**config.mk**
```make
export PLATFORM = sky130hd
export DESIGN_NAME = bundle_fetch_unit_flat
export DESIGN_NICKNAME = d
export VERILOG_FILES = /design/src/rtl/bundle_fetch_unit_if.sv /design/src/rtl/bundle_fetch_unit.sv /design/src/flat_wrapper.sv
export SDC_FILE = /design/constraint.sdc
export NUM_CORES = 1
export LEC_CHECK = 0
export ABC_AREA = 0
export CAP_MARGIN = 20
export CORE_AREA = 2 2 237 239
export CTS_BUF_LIST = sky130_fd_sc_hd__clkbuf_4 sky130_fd_sc_hd__clkbuf_8
export CTS_CLUSTER_DIAMETER = 150
export DETAILED_ROUTE_END_ITERATION = 12
export DIE_AREA = 0 0 239 241
export GPL_TIMING_DRIVEN = 0
export PLACE_DENSITY = 0.74
export SKIP_CTS_REPAIR_TIMING = 1
export SLEW_MARGIN = 20
export SYNTH_ARGS = -nofsm -noshare
export SYNTH_HDL_FRONTEND = slang
export SYNTH_SLANG_ARGS = --single-unit
```
**constraint.sdc**
```tcl
create_clock -name clk -period 9.5 [get_ports clk]
set_input_delay 1.9 -clock clk [delete_from_list [all_inputs] [get_ports clk]]
set_output_delay 1.9 -clock clk [all_outputs]
set_load 0.02 [all_outputs]
```
**src/rtl/bundle_fetch_unit_if.sv**
```systemverilog
// Fetch-unit bus bundle: IMMU request/ack channel, redirect, FU busy flags
// and the issue port toward the functional units.
//   master : the fetch unit (drives mem_req/mem_addr, issue_*, buf_count)
//   slave  : the environment (IMMU, branch unit, FUs)
interface bundle_fetch_unit_if #(
  parameter int NFU        = 2,
  parameter int INSTR_BITS = 32,
  parameter int DEPTH      = 4,
  parameter int ADDR_W     = 64
);
  localparam int BUNDLE_W = NFU * INSTR_BITS;
  localparam int CNT_W    = $clog2(DEPTH) + 1;

  logic                mem_req;
  logic [ADDR_W-1:0]   mem_addr;
  logic                mem_ack;
  logic [BUNDLE_W-1:0] mem_data;
  logic                redirect_valid;
  logic [ADDR_W-1:0]   redirect_pc;
  logic [NFU-1:0]      fu_busy;
  logic                issue_valid;
  logic [BUNDLE_W-1:0] issue_bundle;
  logic [ADDR_W-1:0]   issue_pc;
  logic [CNT_W-1:0]    buf_count;

  modport master (
    output mem_req, mem_addr, issue_valid, issue_bundle, issue_pc, buf_count,
    input  mem_ack, mem_data, redirect_valid, redirect_pc, fu_busy
  );

  modport slave (
    input  mem_req, mem_addr, issue_valid, issue_bundle, issue_pc, buf_count,
    output mem_ack, mem_data, redirect_valid, redirect_pc, fu_busy
  );
endinterface

```
**src/rtl/bundle_fetch_unit.sv**
```systemverilog
// VLIW bundle fetch/issue front end.
// Fetches NFU-slot bundles from the IMMU (one request in flight), buffers them
// in a DEPTH-entry FIFO and issues one bundle when every FU is idle.
// A redirect flushes the FIFO and discards any response still in flight.
// Ports:
//   clk, rst : clock, synchronous active-high reset
//   bus      : bundle_fetch_unit_if.master (mem_req/addr/ack/data,
//              redirect_valid/pc, fu_busy, issue_valid/bundle/pc, buf_count)
module bundle_fetch_unit #(
  parameter int                NFU        = 2,
  parameter int                INSTR_BITS = 32,
  parameter int                DEPTH      = 4,
  parameter int                ADDR_W     = 64,
  parameter logic [ADDR_W-1:0] RESET_PC   = '0
) (
  input logic                 clk,
  input logic                 rst,
  bundle_fetch_unit_if.master bus
);
  localparam int BUNDLE_W     = NFU * INSTR_BITS;
  localparam int BUNDLE_BYTES = BUNDLE_W / 8;
  localparam int OFF_W        = $clog2(BUNDLE_BYTES);
  localparam int PTR_W        = $clog2(DEPTH);
  localparam int CNT_W        = PTR_W + 1;
  localparam logic [ADDR_W-1:0] STEP       = ADDR_W'(BUNDLE_BYTES);
  localparam logic [ADDR_W-1:0] ALIGN_MASK = ~((ADDR_W'(1) << OFF_W) - ADDR_W'(1));
  localparam logic [CNT_W-1:0]  DEPTH_C    = CNT_W'(DEPTH);

  typedef enum logic [1:0] {S_REQ, S_WAIT, S_DISCARD} state_t;

  state_t              state_q, state_d;
  // fetch_pc holds the address of the next request to launch; it advances by
  // one bundle each time a request is raised.
  logic [ADDR_W-1:0]   fetch_pc_q, fetch_pc_d;
  logic                mem_req_q, mem_req_d;
  logic [ADDR_W-1:0]   mem_addr_q, mem_addr_d;
  logic [BUNDLE_W-1:0] fifo_bundle_q [DEPTH];
  logic [BUNDLE_W-1:0] fifo_bundle_d [DEPTH];
  logic [ADDR_W-1:0]   fifo_pc_q [DEPTH];
  logic [ADDR_W-1:0]   fifo_pc_d [DEPTH];
  logic [PTR_W-1:0]    rd_ptr_q, rd_ptr_d, wr_ptr_q, wr_ptr_d;
  logic [CNT_W-1:0]    count_q, count_d;
  logic                issue_valid_q, issue_valid_d;
  logic [BUNDLE_W-1:0] issue_bundle_q, issue_bundle_d;
  logic [ADDR_W-1:0]   issue_pc_q, issue_pc_d;

  logic              ack_done, push, pop, launch_ok;
  logic [ADDR_W-1:0] base_pc;

  always_comb begin
    ack_done = mem_req_q & bus.mem_ack;
    // Data from a discarded request, or acked alongside a redirect, is dropped.
    push     = (state_q == S_WAIT) & ack_done & ~bus.redirect_valid;
    // The issue_valid term forces a gap so the FUs can raise busy.
    pop      = (count_q != '0) & ~|bus.fu_busy & ~issue_valid_q & ~bus.redirect_valid;

    state_d        = state_q;
    mem_req_d      = mem_req_q;
    mem_addr_d     = mem_addr_q;
    fifo_bundle_d  = fifo_bundle_q;
    fifo_pc_d      = fifo_pc_q;
    rd_ptr_d       = rd_ptr_q;
    wr_ptr_d       = wr_ptr_q;
    count_d        = count_q;
    issue_valid_d  = 1'b0;
    issue_bundle_d = issue_bundle_q;
    issue_pc_d     = issue_pc_q;

    if (pop) begin
      issue_valid_d  = 1'b1;
      issue_bundle_d = fifo_bundle_q[rd_ptr_q];
      issue_pc_d     = fifo_pc_q[rd_ptr_q];
      rd_ptr_d       = rd_ptr_q + PTR_W'(1);
    end
    if (push) begin
      fifo_bundle_d[wr_ptr_q] = bus.mem_data;
      fifo_pc_d[wr_ptr_q]     = mem_addr_q;
      wr_ptr_d                = wr_ptr_q + PTR_W'(1);
    end

    if (bus.redirect_valid) begin
      count_d  = '0;
      rd_ptr_d = '0;
      wr_ptr_d = '0;
    end else begin
      case ({push, pop})
        2'b10:   count_d = count_q + CNT_W'(1);
        2'b01:   count_d = count_q - CNT_W'(1);
        default: count_d = count_q;
      endcase
    end

    base_pc    = bus.redirect_valid ? (bus.redirect_pc & ALIGN_MASK) : fetch_pc_q;
    fetch_pc_d = base_pc;

    case (state_q)
      S_WAIT:    if (!ack_done && bus.redirect_valid) state_d = S_DISCARD;
      S_DISCARD: if (ack_done) begin
                   state_d   = S_REQ;
                   mem_req_d = 1'b0;
                 end
      default:   state_d = state_q;
    endcase

    // A new request may go out from idle, or back-to-back on a normal ack.
    // Checking post-update occupancy keeps FIFO + in-flight <= DEPTH.
    launch_ok = (state_q == S_REQ) | ((state_q == S_WAIT) & ack_done);
    if (launch_ok) begin
      if (count_d < DEPTH_C) begin
        mem_req_d  = 1'b1;
        mem_addr_d = base_pc;
        fetch_pc_d = base_pc + STEP;
        state_d    = S_WAIT;
      end else begin
        mem_req_d = 1'b0;
        state_d   = S_REQ;
      end
    end
  end

  always_ff @(posedge clk) begin
    fifo_bundle_q <= fifo_bundle_d;
    fifo_pc_q     <= fifo_pc_d;
    if (rst) begin
      state_q        <= S_REQ;
      fetch_pc_q     <= RESET_PC;
      mem_req_q      <= 1'b0;
      mem_addr_q     <= RESET_PC;
      rd_ptr_q       <= '0;
      wr_ptr_q       <= '0;
      count_q        <= '0;
      issue_valid_q  <= 1'b0;
      issue_bundle_q <= '0;
      issue_pc_q     <= '0;
    end else begin
      state_q        <= state_d;
      fetch_pc_q     <= fetch_pc_d;
      mem_req_q      <= mem_req_d;
      mem_addr_q     <= mem_addr_d;
      rd_ptr_q       <= rd_ptr_d;
      wr_ptr_q       <= wr_ptr_d;
      count_q        <= count_d;
      issue_valid_q  <= issue_valid_d;
      issue_bundle_q <= issue_bundle_d;
      issue_pc_q     <= issue_pc_d;
    end
  end

  assign bus.mem_req      = mem_req_q;
  assign bus.mem_addr     = mem_addr_q;
  assign bus.issue_valid  = issue_valid_q;
  assign bus.issue_bundle = issue_bundle_q;
  assign bus.issue_pc     = issue_pc_q;
  assign bus.buf_count    = count_q;
endmodule

```
**src/flat_wrapper.sv**
```systemverilog
// flat-port wrapper written by rule: the top's interface ports become plain ports
module bundle_fetch_unit_flat 
#(
  parameter int                NFU        = 2,
  parameter int                INSTR_BITS = 32,
  parameter int                DEPTH      = 4,
  parameter int                ADDR_W     = 64,
  parameter logic [ADDR_W-1:0] RESET_PC   = '0
)
  (clk, rst, bus_mem_req, bus_mem_addr, bus_issue_valid, bus_issue_bundle, bus_issue_pc, bus_buf_count, bus_mem_ack, bus_mem_data, bus_redirect_valid, bus_redirect_pc, bus_fu_busy);
  bundle_fetch_unit_if #(.NFU(NFU), .INSTR_BITS(INSTR_BITS), .DEPTH(DEPTH), .ADDR_W(ADDR_W)) bus_i ();
  input logic clk;
  input logic rst;
  output wire logic [$bits(bus_i.mem_req)-1:0] bus_mem_req;
  output wire logic [$bits(bus_i.mem_addr)-1:0] bus_mem_addr;
  output wire logic [$bits(bus_i.issue_valid)-1:0] bus_issue_valid;
  output wire logic [$bits(bus_i.issue_bundle)-1:0] bus_issue_bundle;
  output wire logic [$bits(bus_i.issue_pc)-1:0] bus_issue_pc;
  output wire logic [$bits(bus_i.buf_count)-1:0] bus_buf_count;
  input wire logic [$bits(bus_i.mem_ack)-1:0] bus_mem_ack;
  input wire logic [$bits(bus_i.mem_data)-1:0] bus_mem_data;
  input wire logic [$bits(bus_i.redirect_valid)-1:0] bus_redirect_valid;
  input wire logic [$bits(bus_i.redirect_pc)-1:0] bus_redirect_pc;
  input wire logic [$bits(bus_i.fu_busy)-1:0] bus_fu_busy;
  assign bus_mem_req = bus_i.mem_req;
  assign bus_mem_addr = bus_i.mem_addr;
  assign bus_issue_valid = bus_i.issue_valid;
  assign bus_issue_bundle = bus_i.issue_bundle;
  assign bus_issue_pc = bus_i.issue_pc;
  assign bus_buf_count = bus_i.buf_count;
  assign bus_i.mem_ack = bus_mem_ack;
  assign bus_i.mem_data = bus_mem_data;
  assign bus_i.redirect_valid = bus_redirect_valid;
  assign bus_i.redirect_pc = bus_redirect_pc;
  assign bus_i.fu_busy = bus_fu_busy;
  bundle_fetch_unit #(.NFU(NFU), .INSTR_BITS(INSTR_BITS), .DEPTH(DEPTH), .ADDR_W(ADDR_W), .RESET_PC(RESET_PC)) u_core (.clk(clk), .rst(rst), .bus(bus_i));
endmodule
```
==> results of run 1 <==
==> state kept, by name, indices dropped and copies added (netlist names) <==
register,cells
u_core.bus.buf_count,3
u_core.bus.issue_bundle,64
u_core.bus.mem_addr,64
u_core.bus.issue_pc,64
u_core.fifo_bundle_q,256
u_core.bus.mem_req,1
u_core.state_q,2
u_core.bus.issue_valid,1
u_core.fifo_pc_q,256
u_core.rd_ptr_q,2
u_core.wr_ptr_q,2
u_core.fetch_pc_q,64
==> stage by stage <==
step | instances | worst slack (ns)
5_1_grt | 3304 | 2.96
6_report | 3304 | 3.11
3_3_place_gp | 3060 | -0.185
2_1_floorplan | 2030 | 2.72
4_1_cts | 3299 | 3.17
3_5_place_dp | 3072 | 2.41
==> cells in the mapped netlist, types with 7 or more instances <==
| cell | instances | area, um2 |
|---|---|---|
| a211oi_1 | 58 | 435 |
| a21oi_1 | 144 | 721 |
| a311oi_1 | 7 | 61.3 |
| a31oi_1 | 7 | 43.8 |
| a41o_1 | 7 | 70.1 |
| and2_1 | 10 | 62.6 |
| and3_1 | 8 | 50.1 |
| buf_2 | 9 | 45.0 |
| buf_6 | 7 | 78.8 |
| clkbuf_1 | 106 | 398 |
| dfxtp_1 | 267 | 5350 |
| edfxtp_1 | 512 | 15400 |
| inv_1 | 11 | 41.3 |
| mux2_2 | 12 | 135 |
| mux2i_1 | 50 | 500 |
| mux4_2 | 128 | 2880 |
| nand2_1 | 285 | 1070 |
| nand3_1 | 30 | 150 |
| nand3b_1 | 8 | 60.1 |
| nand4_1 | 15 | 93.8 |
| nand4b_1 | 10 | 87.6 |
| nor2_1 | 123 | 462 |
| nor2b_1 | 22 | 138 |
| nor3_1 | 34 | 170 |
| nor4_1 | 16 | 100 |
| o21ai_0 | 10 | 50.1 |
| o31a_1 | 7 | 61.3 |
| xnor2_1 | 14 | 123 |
| xor2_1 | 17 | 149 |
==> final cells by class <==
class | instances | area (um2) | area share, %
Sequential cell | 779 | 20700 | 56.0
Clock buffer | 183 | 2260 | 6.11
Timing Repair Buffer | 338 | 3560 | 9.61
Clock inverter | 44 | 382 | 1.03
Multi-Input combinational cell | 1111 | 8590 | 23.2
Inverter | 13 | 48.8 | 0.132
Tap cell | 704 | 881 | 2.38
Buffer | 127 | 559 | 1.51
Antenna cell | 5 | 12.5 | 0.0338
==> final timing paths <==
check | from | to | slack [ns] | cells past startpoint
min | u_core.bus.issue_bundle[5]$_SDFFE_PP0P_ | u_core.bus.issue_bundle[5]$_SDFFE_PP0P_ | 0.45 | 2
max reg2reg | u_core.bus.buf_count[2]$_SDFF_PP0_ | u_core.bus.mem_addr[34]$_SDFFE_PP0P_ | 4.46 | 11
max | bus_redirect_valid | u_core.bus.mem_addr[34]$_SDFFE_PP0P_ | 3.11 | 18
min reg2reg | u_core.bus.issue_bundle[5]$_SDFFE_PP0P_ | u_core.bus.issue_bundle[5]$_SDFFE_PP0P_ | 0.45 | 2
==> kinds of logic after synthesis <==
family / Yosys count / share of synthesized area, %
simple gates: 593 / 9.31
compound gates: 285 / 6.18
mux: 195 / 12.0
fa+ha+maj: 7 / 0.318
xor+xnor: 31 / 0.908
buf+inv: 140 / 2.02
flops: 779 / 69.3
==> power by group through the flow <==
stage | registers [mW] | clock network (mW) | logic (mW)
floorplan | 3.87 | 0 | 0.188
CTS | 3.79 | 3.02 | 0.485
detailed placement | 3.86 | 0 | 0.483
finish | 3.79 | 2.97 | 0.489
global placement | 3.86 | 0 | 0.473
global route | 3.80 | 3.15 | 0.517
==> metal layers <==
layer  global-route usage, %  share of wire [%]
met1                    37.5                 41
met2                    44.7                 49
met3                    4.36                7.1
met4                    8.98                2.2
met5                       0                  0
==> critical path, cell delays in order <==
cell	delay [ns]
buf_6	0.13
buf_6	0.17
buf_6	0.16
buf_6	0.17
buf_2	0.24
buf_4	0.25
buf_2	0.22
buf_2	0.26
nor2_1	0.31
inv_1	0.08
ha_1	0.24
fa_1	0.39
xnor2_1	0.18
a31oi_1	0.65
and2_1	0.24
clkbuf_1	0.62
clkbuf_1	0.55
a211oi_1	0.16
==> flow_summary.json, run 1 <==
{
  "seq_power_share_pct": 52.3,
  "tightest_slew_ns": 1.07,
  "grt_pass1_vias": 19300,
  "sw_frac_of_total_pct": 23.2,
  "die_y_um": 241,
  "overflow": 0,
  "mostFrequentLayoutCells": "512 x edfxtp_1, 326 x clkdlybuf4s50_1, 285 x nand2_1",
  "fillers": 3849,
  "worstPathArrival_ns": 6.96,
  "wl_per_cell_um": 23.8,
  "die_w_um": 239,
  "die_area_mm2": 0.0576,
  "cp-start-kind": "primary input",
  "hold_viol_final": 0,
  "synthToLayoutAreaGrowth_pct": 23.8,
  "insertion_delay_ns": 0.73,
  "power.share.clock_pct": 41.0,
  "cts_root_buf": "clkbuf_8",
  "antenna_found_initial": 5,
  "gp_congestion": 0.931,
  "via_count": 19400,
  "cts.path.max_buffers": 3,
  "coreArea_mm2": 0.0549,
  "postLayoutCellArea_mm2": 0.0370,
  "timing.fmax_ghz": 0.156,
  "end_kind": "flip-flop",
  "cts_tree": "built",
  "post_dp_cell_area_mm2": 0.0344,
  "clkSinkCount": 779,
  "viasPerCell": 5.86,
  "synth_area_mm2": 0.0299,
  "track_usage_pct": 27.2,
  "period_share_pct": 67.3,
  "synth_nets": 2171,
  "p_comb_share_pct": 6.7,
  "ys_types": 77,
  "fin_nets": 2631,
  "final_common_cell": "edfxtp_1",
  "ys_ff_latch": 779,
  "port_buffers": 326,
  "crit_required_ns": 10.06,
  "drt-pass1-iter-count": 6,
  "fin_crit_ns": 6.39,
  "tns_ns": 0,
  "ctsHtreeMaxLevel": 3,
  "cts_made_buffers": 120,
  "intPower_mw": 5.57,
  "whs_ns": 0.450,
  "drive_gt1_share_pct": 16.0,
  "rsz0062_at_grt": "false",
  "setup_viol": 0,
  "async_flop_share_pct": 0,
  "cp_max_fo": 10,
  "ys.warnings.count": 0,
  "drtIter0Drc": 1777,
  "dp_hpwl_mm": 54.4,
  "synth_edf_count": 512,
  "start_util_pct": 54.5,
  "yosysSeqAreaShare_pct": 69.3,
  "power_density_mw_per_mm2": 196,
  "maxSlewHeadroom_pct": 28.9,
  "io_pins": 331,
  "max-vdd-ir-drop_mv": 0.125,
  "total_power_mw": 7.25,
  "synthCells": 2030,
  "rows": 86,
  "max-cap-violations": 0,
  "skew_ns": 0.0240,
  "wl_mm": 78.8,
  "drc": 0,
  "grt_pass1_wl_mm": 116,
  "route.antenna.remaining_nets": 0,
  "p_leak_nw": 12.2,
  "final_util_pct": 67.4,
  "syn_avg_cell_area_um2": 14.7,
  "crit_type": "primary input to flip-flop",
  "slew_violations": 0,
  "hold_class": "flip-flop to flip-flop",
  "p_switching_mw": 1.68,
  "ys.flop_type": "edfxtp_1",
  "path_clk_slew_ns": 0.06,
  "grt_max_degree": 46,
  "status": "finished clean"
}
(Power assumes the default switching activity.)
==> inputs of run 2 (changes only) <==
--- a/config.mk
+++ b/config.mk
@@ -7,13 +7,13 @@
 export LEC_CHECK = 0
 export ABC_AREA = 0
 export CAP_MARGIN = 20
-export CORE_AREA = 2 2 237 239
+export CORE_AREA = 2 2 241 243
 export CTS_BUF_LIST = sky130_fd_sc_hd__clkbuf_4 sky130_fd_sc_hd__clkbuf_8
 export CTS_CLUSTER_DIAMETER = 150
 export DETAILED_ROUTE_END_ITERATION = 12
-export DIE_AREA = 0 0 239 241
+export DIE_AREA = 0 0 243 245
 export GPL_TIMING_DRIVEN = 0
-export PLACE_DENSITY = 0.74
+export PLACE_DENSITY = 0.75
 export SKIP_CTS_REPAIR_TIMING = 1
 export SLEW_MARGIN = 20
 export SYNTH_ARGS = -nofsm -noshare
==> constraint.sdc (replaced) <==
create_clock -name clk -period 5.3 [get_ports clk]
set_input_delay 1.06 -clock clk [delete_from_list [all_inputs] [get_ports clk]]
set_output_delay 1.06 -clock clk [all_outputs]
set_load 0.02 [all_outputs]
==> flow_summary.json, run 2 (same netlist as run 1, synthesis figures left out) <==
{
  "crit_required_ns": 5.90,
  "crit_start": "bus_redirect_valid",
  "endpoint": "u_core.fetch_pc_q[53]$_SDFF_PP0_",
  "seq_power_share_pct": 52.1,
  "power_density_mw_per_mm2": 351,
  "timing.fmax_ghz": 0.191,
  "reg2reg_slack_ns": 0.65,
  "finalWorstSetupSlack_ns": 0.0756,
  "hp-start": "u_core.bus.issue_pc[32]$_SDFFE_PP0P_",
  "route.antenna.remaining_nets": 0,
  "timing.rr.start": "u_core.bus.buf_count[2]$_SDFF_PP0_",
  "p_comb_share_pct": 6.8,
  "cts_tree": "built",
  "rsz0062_at_grt": "true",
  "cp-start-kind": "primary input",
  "grt_max_degree": 46,
  "drive_gt1_share_pct": 16.4,
  "drtIter0Drc": 1703,
  "rr_worst_depth": 12,
  "top_regs": "u_core.fifo_bundle_q (256), u_core.fifo_pc_q (256)",
  "wl_mm": 79.8,
  "path_clk_slew_ns": 0.06,
  "hold_viol_final": 0,
  "cts_root_buf": "clkbuf_8",
  "cts.path.max_buffers": 3,
  "grt_pass1_wl_mm": 119,
  "p_leak_nw": 12.3,
  "sw_frac_of_total_pct": 23.1,
  "skew_ns": 0.0412,
  "power.share.clock_pct": 41.1,
  "p_switching_mw": 3.01,
  "overflow": 0,
  "worstReg2RegEnd": "u_core.fetch_pc_q[53]$_SDFF_PP0_",
  "die_area_mm2": 0.0595,
  "cp_max_fo": 10,
  "whs_ns": 0.455,
  "cts_made_buffers": 119,
  "tightest_slew_ns": 1.01,
  "dp_hpwl_mm": 55.6,
  "io_pins": 331,
  "max-vdd-ir-drop_mv": 0.197,
  "coreArea_mm2": 0.0570,
  "period_share_pct": 98.6,
  "fin_nets": 2630,
  "status": "finished clean",
  "antenna_found_initial": 5,
  "intPower_mw": 10.0,
  "drt-pass1-iter-count": 5,
  "synthToLayoutAreaGrowth_pct": 24.2,
  "setup_viol": 0,
  "viasPerCell": 5.78,
  "start_util_pct": 52.4,
  "slew_violations": 0,
  "maxSlewHeadroom_pct": 32.8,
  "insertion_delay_ns": 0.74,
  "ctsHtreeMaxLevel": 3,
  "end_kind": "flip-flop",
  "hold_class": "flip-flop to flip-flop",
  "die_y_um": 245,
  "fin_crit_ns": 5.22,
  "clkSinkCount": 779,
  "gp_congestion": 0.912,
  "final_common_cell": "edfxtp_1",
  "port_buffers": 326,
  "die_w_um": 243,
  "worstPathArrival_ns": 5.82,
  "via_count": 19400,
  "rows": 88,
  "max-cap-violations": 0,
  "track_usage_pct": 26.7,
  "mostFrequentLayoutCells": "512 x edfxtp_1, 326 x clkdlybuf4s50_1, 285 x nand2_1",
  "crit_type": "primary input to flip-flop",
  "wl_per_cell_um": 23.7,
  "dp_slack_ns": -1.00,
  "drc": 0,
  "grt_pass1_vias": 19800
}
-- run 2: cell types whose count changed in the layout (fill, tap and decap cells not counted), moves of 3 or more --
cell / change
clkbuf_1: -10
clkbuf_2: +10
clkbuf_8: +3
clkinv_2: -4
clkinvlp_4: -4
-- run 2: area by class of cell --
class / count / area, um2
Clock buffer: 187 / 2310
Tap cell: 765 / 957
Inverter: 13 / 48.8
Clock inverter: 37 / 340
Timing Repair Buffer: 338 / 3560
Multi-Input combinational cell: 1111 / 8610
Buffer: 127 / 572
Fill cell: 4149 / 19900
Sequential cell: 779 / 20700
Antenna cell: 4 / 10.0
-- run 2: routing by layer --
metal  wire length (um)  part of all wire (%)  global-route usage [%]  up-vias
li1                   -                     -                       -     8657
met1              31800                    40                    34.9     9787
met2              38800                    49                    43.1      822
met3               6320                   7.9                    6.31      175
met4               2870                   3.6                    11.2        2
met5                 13                 0.016                       0        -
-- run 2: worst min path at each step --
| stage | to | slack, ns | cells after the start |
|---|---|---|---|
| 6_report | u_core.bus.issue_pc[32]$_SDFFE_PP0P_ | 0.45 | 2 |
| 5_1_grt | u_core.bus.issue_pc[58]$_SDFFE_PP0P_ | 0.47 | 2 |
| 4_1_cts | u_core.bus.issue_pc[31]$_SDFFE_PP0P_ | 0.46 | 2 |
| 3_5_place_dp | u_core.bus.issue_pc[31]$_SDFFE_PP0P_ | 0.45 | 2 |
| 3_3_place_gp | u_core.bus.issue_bundle[9]$_SDFFE_PP0P_ | 0.44 | 2 |
| 2_1_floorplan | u_core.fetch_pc_q[2]$_SDFF_PP0_ | 0.43 | 1 |
-- run 2: critical path, cell delays in order --
cell	delay, ns
buf_6	0.13
buf_6	0.17
buf_6	0.16
buf_6	0.18
buf_2	0.24
buf_4	0.26
buf_2	0.23
buf_2	0.26
nor2_1	0.33
inv_1	0.11
ha_1	0.26
fa_1	0.39
xnor2_1	0.36
o211a_1	0.40
nand3_1	0.16
clkbuf_1	0.31
nor2_1	0.30
nand3_1	0.15
mux2_1	0.34
-- run 2: power groups by stage --
stage	Clock, mW	Combinational [mW]	Sequential (mW)
2_1_floorplan	0	0.338	6.94
3_3_place_gp	0	0.853	6.91
3_5_place_dp	0	0.872	6.92
4_1_cts	5.43	0.876	6.79
5_1_grt	5.71	0.938	6.80
6_report	5.36	0.888	6.79
-- run 2: stage by stage --
step,util [%],power [mW],cell area [um2],instances,setup TNS [ns]
floorplan,-,7.28,29900,2030,0
global placement,59.8,7.76,34100,3121,-573.67
detailed placement,60.4,7.79,34400,3133,-89.35
CTS,65.0,13.1,37100,3357,-8.12
global route,65.1,13.5,37100,3360,-0.0540
finish,65.1,13.0,37100,3361,0
